**src/rtl/clint_prio_if.sv**
```systemverilog
// Bundles the interrupt inputs, pipeline hooks and CSR write-back signals
// of the core-local interrupt controller. The slave side is the controller.
interface clint_prio_if #(
    parameter int XLEN  = 16,
    parameter int N_IRQ = 8
);
    logic [N_IRQ-1:0] irq;
    logic [N_IRQ-1:0] irq_en;
    logic             global_int_en;
    logic [XLEN-1:0]  inst_addr;
    logic             mret_flag;
    logic             jump_flag;
    logic [XLEN-1:0]  jump_addr;
    logic [XLEN-1:0]  csr_mtvec;
    logic [XLEN-1:0]  csr_mepc;
    logic [XLEN-1:0]  csr_mstatus;
    logic             clear_flag;
    logic [2:0]       int_we;
    logic [XLEN-1:0]  int_mepc;
    logic [XLEN-1:0]  int_mcause;
    logic [XLEN-1:0]  int_mstatus;
    logic [XLEN-1:0]  int_inst_addr;
    logic             int_assert;
    logic [N_IRQ-1:0] irq_ack;

    modport slave (
        input  irq, irq_en, global_int_en, inst_addr, mret_flag, jump_flag,
               jump_addr, csr_mtvec, csr_mepc, csr_mstatus,
        output clear_flag, int_we, int_mepc, int_mcause, int_mstatus,
               int_inst_addr, int_assert, irq_ack
    );

    modport master (
        output irq, irq_en, global_int_en, inst_addr, mret_flag, jump_flag,
               jump_addr, csr_mtvec, csr_mepc, csr_mstatus,
        input  clear_flag, int_we, int_mepc, int_mcause, int_mstatus,
               int_inst_addr, int_assert, irq_ack
    );
endinterface

```
**src/rtl/clint_prio.sv**
```systemverilog
// clint_prio: prioritised core-local interrupt controller.
// Edge-captures N_IRQ sources, picks the lowest enabled pending index,
// saves mepc/mcause/mstatus, redirects EX to mtvec, and handles mret.
// Optional feature: define CLINT_VECTORED_EN for vectored mtvec mode.
//
// state  | meaning
// S_IDLE | waiting for mret or an enabled pending interrupt
// S_SAVE | writing mepc/mcause/mstatus
// S_JUMP | redirecting EX to the handler, acknowledging the source
// S_MRET | restoring mstatus.MIE from MPIE
// S_MRTJ | redirecting EX back to mepc
module clint_prio #(
    parameter int XLEN       = 16,
    parameter int N_IRQ      = 8,
    parameter int CAUSE_BASE = 16,
    parameter int VEC_SHIFT  = 2
) (
    input  logic        clk,
    input  logic        rst,
    clint_prio_if.slave bus
);
    localparam int ID_W = (N_IRQ > 1) ? $clog2(N_IRQ) : 1;

    typedef enum logic [2:0] {
        S_IDLE, S_SAVE, S_JUMP, S_MRET, S_MRTJ
    } state_t;

    state_t           state, state_nxt;
    logic [N_IRQ-1:0] irq_q, pending, req;
    logic [N_IRQ-1:0] ack_q, ack_nxt;
    logic [ID_W-1:0]  win, id_q;
    logic             take, capture;
    logic [XLEN-2:0]  cause_code;
    logic [XLEN-1:0]  epc_sel, target, ms_save, ms_mret;
    logic [2:0]       we_q, we_nxt;
    logic [XLEN-1:0]  mepc_q, mepc_nxt, mcause_q, mcause_nxt;
    logic [XLEN-1:0]  mstatus_q, mstatus_nxt, addr_q, addr_nxt;
    logic             assert_q, assert_nxt;

    assign req        = pending & bus.irq_en;
    assign take       = (|req) & bus.global_int_en;
    assign cause_code = (XLEN-1)'(CAUSE_BASE) + (XLEN-1)'(win);
    assign epc_sel    = bus.jump_flag ? bus.jump_addr : bus.inst_addr;

    // lowest set index of req wins
    always_comb begin
        win = '0;
        for (int i = N_IRQ - 1; i >= 0; i--) begin
            if (req[i]) win = ID_W'(i);
        end
    end

`ifdef CLINT_VECTORED_EN
    // handler target: base, plus per-source stride in vectored mode
    always_comb begin
        target = bus.csr_mtvec & {{(XLEN-2){1'b1}}, 2'b00};
        if (bus.csr_mtvec[1:0] == 2'b01) begin
            target = target + (XLEN'(id_q) << VEC_SHIFT);
        end
    end
`else
    assign target = bus.csr_mtvec & {{(XLEN-2){1'b1}}, 2'b00};
`endif

    // mstatus images for trap entry (MPIE<=MIE, MIE<=0) and mret (MIE<=MPIE, MPIE<=1)
    always_comb begin
        ms_save    = bus.csr_mstatus;
        ms_save[7] = bus.csr_mstatus[3];
        ms_save[3] = 1'b0;
        ms_mret    = bus.csr_mstatus;
        ms_mret[3] = bus.csr_mstatus[7];
        ms_mret[7] = 1'b1;
    end

    // next state and the registered outputs that belong to it
    always_comb begin
        state_nxt   = state;
        capture     = 1'b0;
        we_nxt      = 3'b000;
        mepc_nxt    = '0;
        mcause_nxt  = '0;
        mstatus_nxt = '0;
        addr_nxt    = '0;
        assert_nxt  = 1'b0;
        ack_nxt     = '0;
        case (state)
            S_IDLE: begin
                if (bus.mret_flag) begin
                    state_nxt   = S_MRET;
                    we_nxt      = 3'b001;
                    mstatus_nxt = ms_mret;
                end else if (take) begin
                    state_nxt   = S_SAVE;
                    capture     = 1'b1;
                    we_nxt      = 3'b111;
                    mepc_nxt    = epc_sel;
                    mcause_nxt  = {1'b1, cause_code};
                    mstatus_nxt = ms_save;
                end
            end
            S_SAVE: begin
                state_nxt  = S_JUMP;
                assert_nxt = 1'b1;
                addr_nxt   = target;
                ack_nxt    = N_IRQ'(1) << id_q;
            end
            S_MRET: begin
                state_nxt  = S_MRTJ;
                assert_nxt = 1'b1;
                addr_nxt   = bus.csr_mepc;
            end
            default: state_nxt = S_IDLE;
        endcase
    end

    // state, edge capture, pending bits and output registers
    always_ff @(posedge clk) begin
        if (rst) begin
            state     <= S_IDLE;
            irq_q     <= '0;
            pending   <= '0;
            id_q      <= '0;
            we_q      <= '0;
            mepc_q    <= '0;
            mcause_q  <= '0;
            mstatus_q <= '0;
            addr_q    <= '0;
            assert_q  <= 1'b0;
            ack_q     <= '0;
        end else begin
            state     <= state_nxt;
            irq_q     <= bus.irq;
            pending   <= (pending & ~ack_q) | (bus.irq & ~irq_q);
            if (capture) id_q <= win;
            we_q      <= we_nxt;
            mepc_q    <= mepc_nxt;
            mcause_q  <= mcause_nxt;
            mstatus_q <= mstatus_nxt;
            addr_q    <= addr_nxt;
            assert_q  <= assert_nxt;
            ack_q     <= ack_nxt;
        end
    end

    assign bus.clear_flag    = (state != S_IDLE) | bus.mret_flag | take;
    assign bus.int_we        = we_q;
    assign bus.int_mepc      = mepc_q;
    assign bus.int_mcause    = mcause_q;
    assign bus.int_mstatus   = mstatus_q;
    assign bus.int_inst_addr = addr_q;
    assign bus.int_assert    = assert_q;
    assign bus.irq_ack       = ack_q;
endmodule

```
**src/flat_wrapper.sv**
```systemverilog
// flat-port wrapper written by rule: the top's interface ports become plain ports
module clint_prio_flat 
#(
    parameter int XLEN       = 16,
    parameter int N_IRQ      = 8,
    parameter int CAUSE_BASE = 16,
    parameter int VEC_SHIFT  = 2
)
  (clk, rst, bus_irq, bus_irq_en, bus_global_int_en, bus_inst_addr, bus_mret_flag, bus_jump_flag, bus_jump_addr, bus_csr_mtvec, bus_csr_mepc, bus_csr_mstatus, bus_clear_flag, bus_int_we, bus_int_mepc, bus_int_mcause, bus_int_mstatus, bus_int_inst_addr, bus_int_assert, bus_irq_ack);
  clint_prio_if #(.XLEN(XLEN), .N_IRQ(N_IRQ)) bus_i ();
  input  logic clk;
  input  logic rst;
  input wire logic [$bits(bus_i.irq)-1:0] bus_irq;
  input wire logic [$bits(bus_i.irq_en)-1:0] bus_irq_en;
  input wire logic [$bits(bus_i.global_int_en)-1:0] bus_global_int_en;
  input wire logic [$bits(bus_i.inst_addr)-1:0] bus_inst_addr;
  input wire logic [$bits(bus_i.mret_flag)-1:0] bus_mret_flag;
  input wire logic [$bits(bus_i.jump_flag)-1:0] bus_jump_flag;
  input wire logic [$bits(bus_i.jump_addr)-1:0] bus_jump_addr;
  input wire logic [$bits(bus_i.csr_mtvec)-1:0] bus_csr_mtvec;
  input wire logic [$bits(bus_i.csr_mepc)-1:0] bus_csr_mepc;
  input wire logic [$bits(bus_i.csr_mstatus)-1:0] bus_csr_mstatus;
  output wire logic [$bits(bus_i.clear_flag)-1:0] bus_clear_flag;
  output wire logic [$bits(bus_i.int_we)-1:0] bus_int_we;
  output wire logic [$bits(bus_i.int_mepc)-1:0] bus_int_mepc;
  output wire logic [$bits(bus_i.int_mcause)-1:0] bus_int_mcause;
  output wire logic [$bits(bus_i.int_mstatus)-1:0] bus_int_mstatus;
  output wire logic [$bits(bus_i.int_inst_addr)-1:0] bus_int_inst_addr;
  output wire logic [$bits(bus_i.int_assert)-1:0] bus_int_assert;
  output wire logic [$bits(bus_i.irq_ack)-1:0] bus_irq_ack;
  assign bus_i.irq = bus_irq;
  assign bus_i.irq_en = bus_irq_en;
  assign bus_i.global_int_en = bus_global_int_en;
  assign bus_i.inst_addr = bus_inst_addr;
  assign bus_i.mret_flag = bus_mret_flag;
  assign bus_i.jump_flag = bus_jump_flag;
  assign bus_i.jump_addr = bus_jump_addr;
  assign bus_i.csr_mtvec = bus_csr_mtvec;
  assign bus_i.csr_mepc = bus_csr_mepc;
  assign bus_i.csr_mstatus = bus_csr_mstatus;
  assign bus_clear_flag = bus_i.clear_flag;
  assign bus_int_we = bus_i.int_we;
  assign bus_int_mepc = bus_i.int_mepc;
  assign bus_int_mcause = bus_i.int_mcause;
  assign bus_int_mstatus = bus_i.int_mstatus;
  assign bus_int_inst_addr = bus_i.int_inst_addr;
  assign bus_int_assert = bus_i.int_assert;
  assign bus_irq_ack = bus_i.irq_ack;
  clint_prio #(.XLEN(XLEN), .N_IRQ(N_IRQ), .CAUSE_BASE(CAUSE_BASE), .VEC_SHIFT(VEC_SHIFT)) u_core (.clk(clk), .rst(rst), .bus(bus_i));
endmodule
```
**config.mk**
```make
export PLATFORM = sky130hd
export DESIGN_NAME = clint_prio_flat
export DESIGN_NICKNAME = d
export VERILOG_FILES = /design/src/rtl/clint_prio_if.sv /design/src/rtl/clint_prio.sv /design/src/flat_wrapper.sv
export SDC_FILE = /design/constraint.sdc
export NUM_CORES = 1
export LEC_CHECK = 0
export CAP_MARGIN = 40
export CORE_MARGIN = 10
export CORE_UTILIZATION = 25
export CTS_CLUSTER_DIAMETER = 150
export CTS_CLUSTER_SIZE = 20
export DETAILED_ROUTE_END_ITERATION = 6
export GPL_ROUTABILITY_DRIVEN = 0
export GPL_TIMING_DRIVEN = 0
export SLEW_MARGIN = 10
export SYNTH_ARGS = -nofsm -noshare
export SYNTH_HDL_FRONTEND = slang
export SYNTH_SLANG_ARGS = --single-unit
```
**constraint.sdc**
```tcl
create_clock -name clk -period 2.1 [get_ports clk]
set_clock_uncertainty 0.05 [all_clocks]
set_input_delay 0.525 -clock clk [delete_from_list [all_inputs] [get_ports clk]]
set_output_delay 0.525 -clock clk [all_outputs]
set_load 0.05 [all_outputs]
```
==> results of run 1 <==
## flip-flops by register name, indices dropped and copies added, names as in the netlist
name / count
u_core.id_q: 3
u_core.bus.int_mepc: 16
u_core.irq_q: 8
u_core.bus.int_assert: 1
u_core.pending: 8
u_core.bus.int_mstatus: 16
u_core.bus.int_we: 2
u_core.state: 3
u_core.bus.int_inst_addr: 16
u_core.bus.int_mcause: 4
u_core.bus.irq_ack: 8
## layout make-up
class | count | area share (%)
Timing Repair Buffer | 166 | 31.9
Multi-Input combinational cell | 174 | 22.0
Clock buffer | 14 | 5.12
Buffer | 26 | 3.50
Tap cell | 143 | 3.47
Sequential cell | 85 | 33.1
Inverter | 4 | 0.291
Clock inverter | 1 | 0.583
## power groups by stage
| stage | clock, uW | combinational (uW) | sequential (uW) |
|---|---|---|---|
| 6_report | 1570 | 852 | 1730 |
| 5_1_grt | 1690 | 911 | 1740 |
| 4_1_cts | 1630 | 860 | 1730 |
| 3_5_place_dp | 0 | 849 | 1760 |
| 3_3_place_gp | 0 | 843 | 1760 |
| 2_1_floorplan | 0 | 297 | 1950 |
## cells by family after synthesis
logic type,after synthesis,share of synthesized area (%)
other cells,1,0.127
compound gates,25,6.39
mux,30,10.2
buf+inv,30,6.56
flops,85,57.5
simple gates,108,19.2
## what timing repair did
action / in CTS / in global routing
setup buffers: 3 / 0
pin swaps: 5 / 2
cloned: 0 / 0
resized for setup: 38 / 11
endpoints found under the setup margin: 36 / 17
## layer usage
metal | routed length, microns | vias up | track usage, %
met2 | 4670 | 115 | 19.1
met1 | 3450 | 1127 | 10.9
li1 | - | 1271 | -
met4 | 156 | 0 | 5.08
met5 | 0 | - | 0
met3 | 1250 | 12 | 7.10
## Yosys cell counts, drive strengths merged
master / number
nor4b: 1
nand3b: 1
or2: 1
or4: 1
o21ai: 3
or3: 1
and2: 16
nor3: 4
nor4: 3
and3: 3
nand2b: 19
a32o: 2
dfxtp: 85
o41ai: 1
nor2b: 9
buf: 19
or3b: 1
nand2: 10
inv: 4
conb: 1
mux2i: 30
nor2: 38
a31oi: 2
a21oi: 10
clkbuf: 7
a22o: 4
o22ai: 2
o32ai: 1
## critical path, cell delays in order (launching register included)
cell	delay (ps)
dfxtp_2	330
a22o_4	260
o41ai_4	410
nand2_2	100
buf_8	170
## how the worst min path moves through the flow
stage                                            start                            to  slack [ps]  depth (start not counted)
after detailed placement    u_core.irq_q[3]$_SDFF_PP0_  u_core.pending[3]$_SDFF_PP0_         430                          2
final                       u_core.irq_q[2]$_SDFF_PP0_  u_core.pending[2]$_SDFF_PP0_         430                          2
after floorplan           u_core.pending[0]$_SDFF_PP0_  u_core.pending[0]$_SDFF_PP0_         410                          2
after CTS                   u_core.irq_q[2]$_SDFF_PP0_  u_core.pending[2]$_SDFF_PP0_         440                          2
after global routing        u_core.irq_q[6]$_SDFF_PP0_  u_core.pending[6]$_SDFF_PP0_         450                          2
after global placement      u_core.irq_q[7]$_SDFF_PP0_  u_core.pending[7]$_SDFF_PP0_         420                          2
## placed cells by master, fill, tap and decap left out, types with 10 or more instances in the layout
cell type and instances:
buf_4 16, mux2i_1 30, and2_1 16, nor2_1 35, nand2b_1 19, conb_1 11, dfxtp_1 83, clkdlybuf4s50_1 143
a21oi_1 10
## metrics by stage
stage,cell area (sq um),setup WS (ps),TNS [ps],hold slack (ps),instances
after floorplan,3000,29.7,0,409,289
after global placement,4810,-1100,-20170,424,595
after detailed placement,4810,-1110,-20870,433,595
after CTS,5120,-136,-136,436,613
after global routing,5150,-190,-190,451,613
final,5150,-79.3,-79.3,433,613
==> run summary, run 1 <==
Status: finished, violations left
Failing checks: setup timing
Total grt overflow: 0
Total clock sinks: 85
Seq/Total Area, Yosys: 57.5%
Switch share: 26.1%
ANT cells: 0
Internal power: 3070 uW
Initial DRC count: 39
Peak supply drop: 0.000346 V
Flop2flop setup slack: 240 ps
CTS tree: yes
# Max-Cap Violations: 0
Area fraction of the dominant cell type after synthesis: 57.5%
Netlist Area Pre-Place: 2960 sq um
Layout cells sized above 1: 11.7%
Initial Util: 25.7%
Total Wirelength: 9530 microns
Die area: 16600 sq um
Die H: 129 microns
Detailed-router iteration count before antenna repair: 4
Crit Path Class: reg2out
Core Box Area: 11500 sq um
Post-route DRC: 0
Worst path required time: 1520 ps
Largest net degree at the start of global routing: 13
Worst slew pin tran: 729 ps
Worst setup SP type: flop
Sw Pwr: 1080 uW
Final core area utilization: 44.7%
PwrDens: 806 nW/um^2
I/O Pins: 178
Clock buffer depth: 2
CTS buffer count: 9
# fillers: 1136
Clk slew on worst S/H paths: 60 ps
Routed vias: 2525
Critical Path Sink Type: output pin
Die W: 129 microns
Crit path capture: bus_clear_flag
PortBufs: 163
Gate power share: 20.5%
Area leader, netlist: dfxtp_1
Syn_area_per_cell: 10.6 sq um
Hold Buf Count CTS: 0
Count of unique library cells instantiated by Yosys: 31
Power Total: 4160 uW
Hold Fails Final Rpt: 0
Worst setup path start: u_core.pending[2]$_SDFF_PP0_
Detailed placement HPWL: 7790 microns
Final ANT Viol Nets: 0
FMAX: 459 MHz
FF-to-FF path depth: 6
HP Class: reg2reg
Area of the multi-input gates: 1130 sq um
Period utilisation layout: 104%
Slew HR: 51.4%
Initial antenna violation count: 0
Site Rows: 39
Setup slack after layout: -79.3 ps
Leak pwr: 0.00221 uW
Worst skew pair latency: 330 ps
Clock Power Share: 37.8%
#FFs+latches synth: 85
Critical path peak fanout: 3
Clk root buf: clkbuf_16
Register area: 1700 sq um
Vias per cell: 4.12
Cells after Synth: 279
Syn. warnings: 0
RSZ-0062 raised after global routing: yes
Sequential power share: 41.7%
Fin crit period: 2180 ps
Nets: 567
Syn-to-layout area delta: 74.2%
Total GRT Usage: 11.4%
First-pass GRT wire length: 14800 microns
Final Slew Violations: 0
H-tree depth: 3
CP arrival: 1600 ps
RR Startpoint: u_core.pending[2]$_SDFF_PP0_
Top post-synthesis cells by area: dfxtp_1 58%, mux2i_1 10%, nor2_1 4.4%, nand2b_1 4.0%, and2_1 3.4%
Final setup viols: 1
Vias in the first global route: 2849
Crit Reg-Reg Endpoint: u_core.bus.int_mstatus[12]$_SDFF_PP0_
Avg WL per Cell: 15.5 microns
(Power assumes the default switching activity.)
==> run 2, diff against run 1 <==
- ABC_AREA: unset -> 0
- CORE_UTILIZATION: 25 -> 37
- PLACE_DENSITY: unset -> 0.8
==> run 2 against run 1 <==
Against the previous run:
- the flow still finishes with violations (setup timing)
- power down 9.6%
- first-iteration DRC count grew 49%
- worst setup slack worse by 88 ps
- register-to-register slack got worse by 70 ps
- worst hold slack gained 0.66 ps
- via count rose by 1.5%
- critical path type is now in2out
- critical endpoint unchanged
- largest cell class unchanged
- largest power group unchanged
==> run summary, run 2 (synthesized netlist as in run 1, its figures left out) <==
Total clock sinks: 85
Placed insts: 554
Status: finished, violations left
Clock buffer depth: 2
Leak pwr: 0.00257 uW
Initial Util: 38.1%
Critical path peak fanout: 3
Largest net degree at the start of global routing: 17
PortBufs: 163
RR Startpoint: u_core.pending[0]$_SDFF_PP0_
CP arrival: 1690 ps
# Max-Cap Violations: 0
Commonest non-fill, non-tap cell in the layout: clkdlybuf4s50_1
Vias in the first global route: 2701
CTS buffer count: 9
FMAX: 441 MHz
Gate power share: 22.6%
Sw Pwr: 1100 uW
# fillers: 654
Worst slew pin tran: 691 ps
Worst skew pair latency: 350 ps
HP Class: reg2reg
Switch share: 29.4%
ANT cells: 0
Total Wirelength: 8990 microns
Syn-to-layout area delta: 71.4%
FF-to-FF path depth: 6
Final ANT Viol Nets: 0
I/O Pins: 178
Worst path required time: 1520 ps
Final Slew Violations: 0
Die area: 12000 sq um
Period utilisation layout: 108%
Vias per cell: 4.46
Worst Hold Slack: 434 ps
Area of the multi-input gates: 1110 sq um
Peak supply drop: 0.000360 V
Final setup viols: 1
Clk slew on worst S/H paths: 100 ps
Slew HR: 54.0%
Total grt overflow: 0
CTS tree: yes
Slowest-stage cell, CP: o41ai_4
Detailed placement HPWL: 7330 microns
Final core area utilization: 65.3%
Hold Fails Final Rpt: 0
RSZ-0062 raised after global routing: yes
Avg WL per Cell: 15.6 microns
Routed vias: 2563
Worst setup SP type: input pin
Failing checks: setup timing
Fin crit period: 2270 ps
Nets: 569
Crit Path Class: in2out
Post-route DRC: 0
Non-filler instance count after layout: 575
Crit Reg-Reg Endpoint: u_core.bus.int_mstatus[6]$_SDFF_PP0_
Register area: 1710 sq um
Initial antenna violation count: 0
Crit-path max cell delay: 390 ps
Flop2flop setup slack: 170 ps
Worst setup path start: bus_irq_en[5]
Critical path, cell by cell: dlygate4sd2_1 -> a22o_1 -> o41ai_4 -> nand2_2 -> buf_8
Critical Path Sink Type: output pin
Die H: 109 microns
Setup slack after layout: -167 ps
Core Box Area: 7770 sq um
First-pass GRT wire length: 13400 microns
Highest-count cells in the layout ignoring fill and taps: 116 x clkdlybuf4s50_1, 81 x dfxtp_1, 35 x nor2_1
Site Rows: 32
Die W: 109 microns
Total GRT Usage: 14.4%
Clk root buf: clkbuf_8
Crit path capture: bus_clear_flag
Clock Power Share: 31.5%
Layout cells sized above 1: 12.1%
Sequential power share: 46.0%
PwrDens: 740 nW/um^2
Detailed-router iteration count before antenna repair: 4
Internal power: 2650 uW
H-tree depth: 3
Hold Buf Count CTS: 0
Initial DRC count: 58
-- run 2: changes by cell type in the layout (fill, tap and decap cells not counted), sizes merged, moves of 3 or more --
cell and delta:
clkdlybuf4s50 -27, dlymetal6s2s +22, clkbuf -4, clkdlybuf4s15 +4, dlygate4sd2 +4, clkinvlp +3
inv +3
-- run 2: cell type report --
cell class / instances / share of cell area (%)
clock buffers: 9 / 2.44
inverters: 4 / 0.296
repair buffers: 168 / 34.0
plain buffers: 26 / 3.53
multi-input cells: 174 / 21.9
well taps: 102 / 2.52
flip-flops and latches: 85 / 33.7
clock inverters: 7 / 1.60
-- run 2: power by group through the flow --
| stage | sequential (uW) | combinational [uW] | clock [uW] |
|---|---|---|---|
| 3_3_place_gp | 1760 | 829 | 0 |
| 4_1_cts | 1730 | 853 | 1220 |
| 5_1_grt | 1740 | 907 | 1280 |
| 6_report | 1730 | 847 | 1180 |
| 2_1_floorplan | 1950 | 297 | 0 |
| 3_5_place_dp | 1760 | 843 | 0 |
-- run 2: per-stage QoR --
step	worst slack [ps]	TNS [ps]	cell area, sq um	power, uW
2_1_floorplan	29.7	0	3000	2250
3_3_place_gp	-1100	-17110	4760	2590
3_5_place_dp	-1100	-18530	4760	2610
4_1_cts	-197	-197	4990	3800
5_1_grt	-239	-239	5070	3920
6_report	-167	-167	5070	3750
-- run 2: worst min-delay path by stage --
stage	start	end	slack (ps)	cells past startpoint
floorplan	u_core.pending[0]$_SDFF_PP0_	u_core.pending[0]$_SDFF_PP0_	410	2
global placement	u_core.irq_q[7]$_SDFF_PP0_	u_core.pending[7]$_SDFF_PP0_	420	2
detailed placement	u_core.irq_q[7]$_SDFF_PP0_	u_core.pending[7]$_SDFF_PP0_	430	2
CTS	u_core.irq_q[7]$_SDFF_PP0_	u_core.pending[7]$_SDFF_PP0_	430	2
global route	u_core.irq_q[1]$_SDFF_PP0_	u_core.pending[1]$_SDFF_PP0_	460	2
finish	u_core.irq_q[1]$_SDFF_PP0_	u_core.pending[1]$_SDFF_PP0_	430	2
-- run 2: repair_timing --
action,4_1_cts,5_1_grt
gates resized for setup,32,36
endpoints found under the hold margin,0,0
setup buffers,4,1
pin swaps,5,4
endpoints found under the setup margin,38,29
-- run 2: metal layers --
| metal | GRT usage [%] | share of wire (%) | vias up | wire, microns |
|---|---|---|---|---|
| met3 | 7.90 | 11 | 4 | 1030 |
| met1 | 13.8 | 36 | 1168 | 3270 |
| met2 | 25.8 | 51 | 116 | 4620 |
| li1 | - | - | 1275 | - |
| met5 | 0 | 0 | - | 0 |
| met4 | 4.93 | 0.85 | 0 | 76 |
-- run 2: worst max-delay path: cells and delay by family --
family / cells / cell delay (ps)
buf+inv: 2 / 430
simple gates: 1 / 110
compound gates: 2 / 620
==> run 3, diff against run 2 <==
- ABC_AREA: 0 -> unset
- SLEW_MARGIN: 10 -> unset
==> results of run 3 <==
No change in the layout: final DEF, timing and power equal those of run 2.
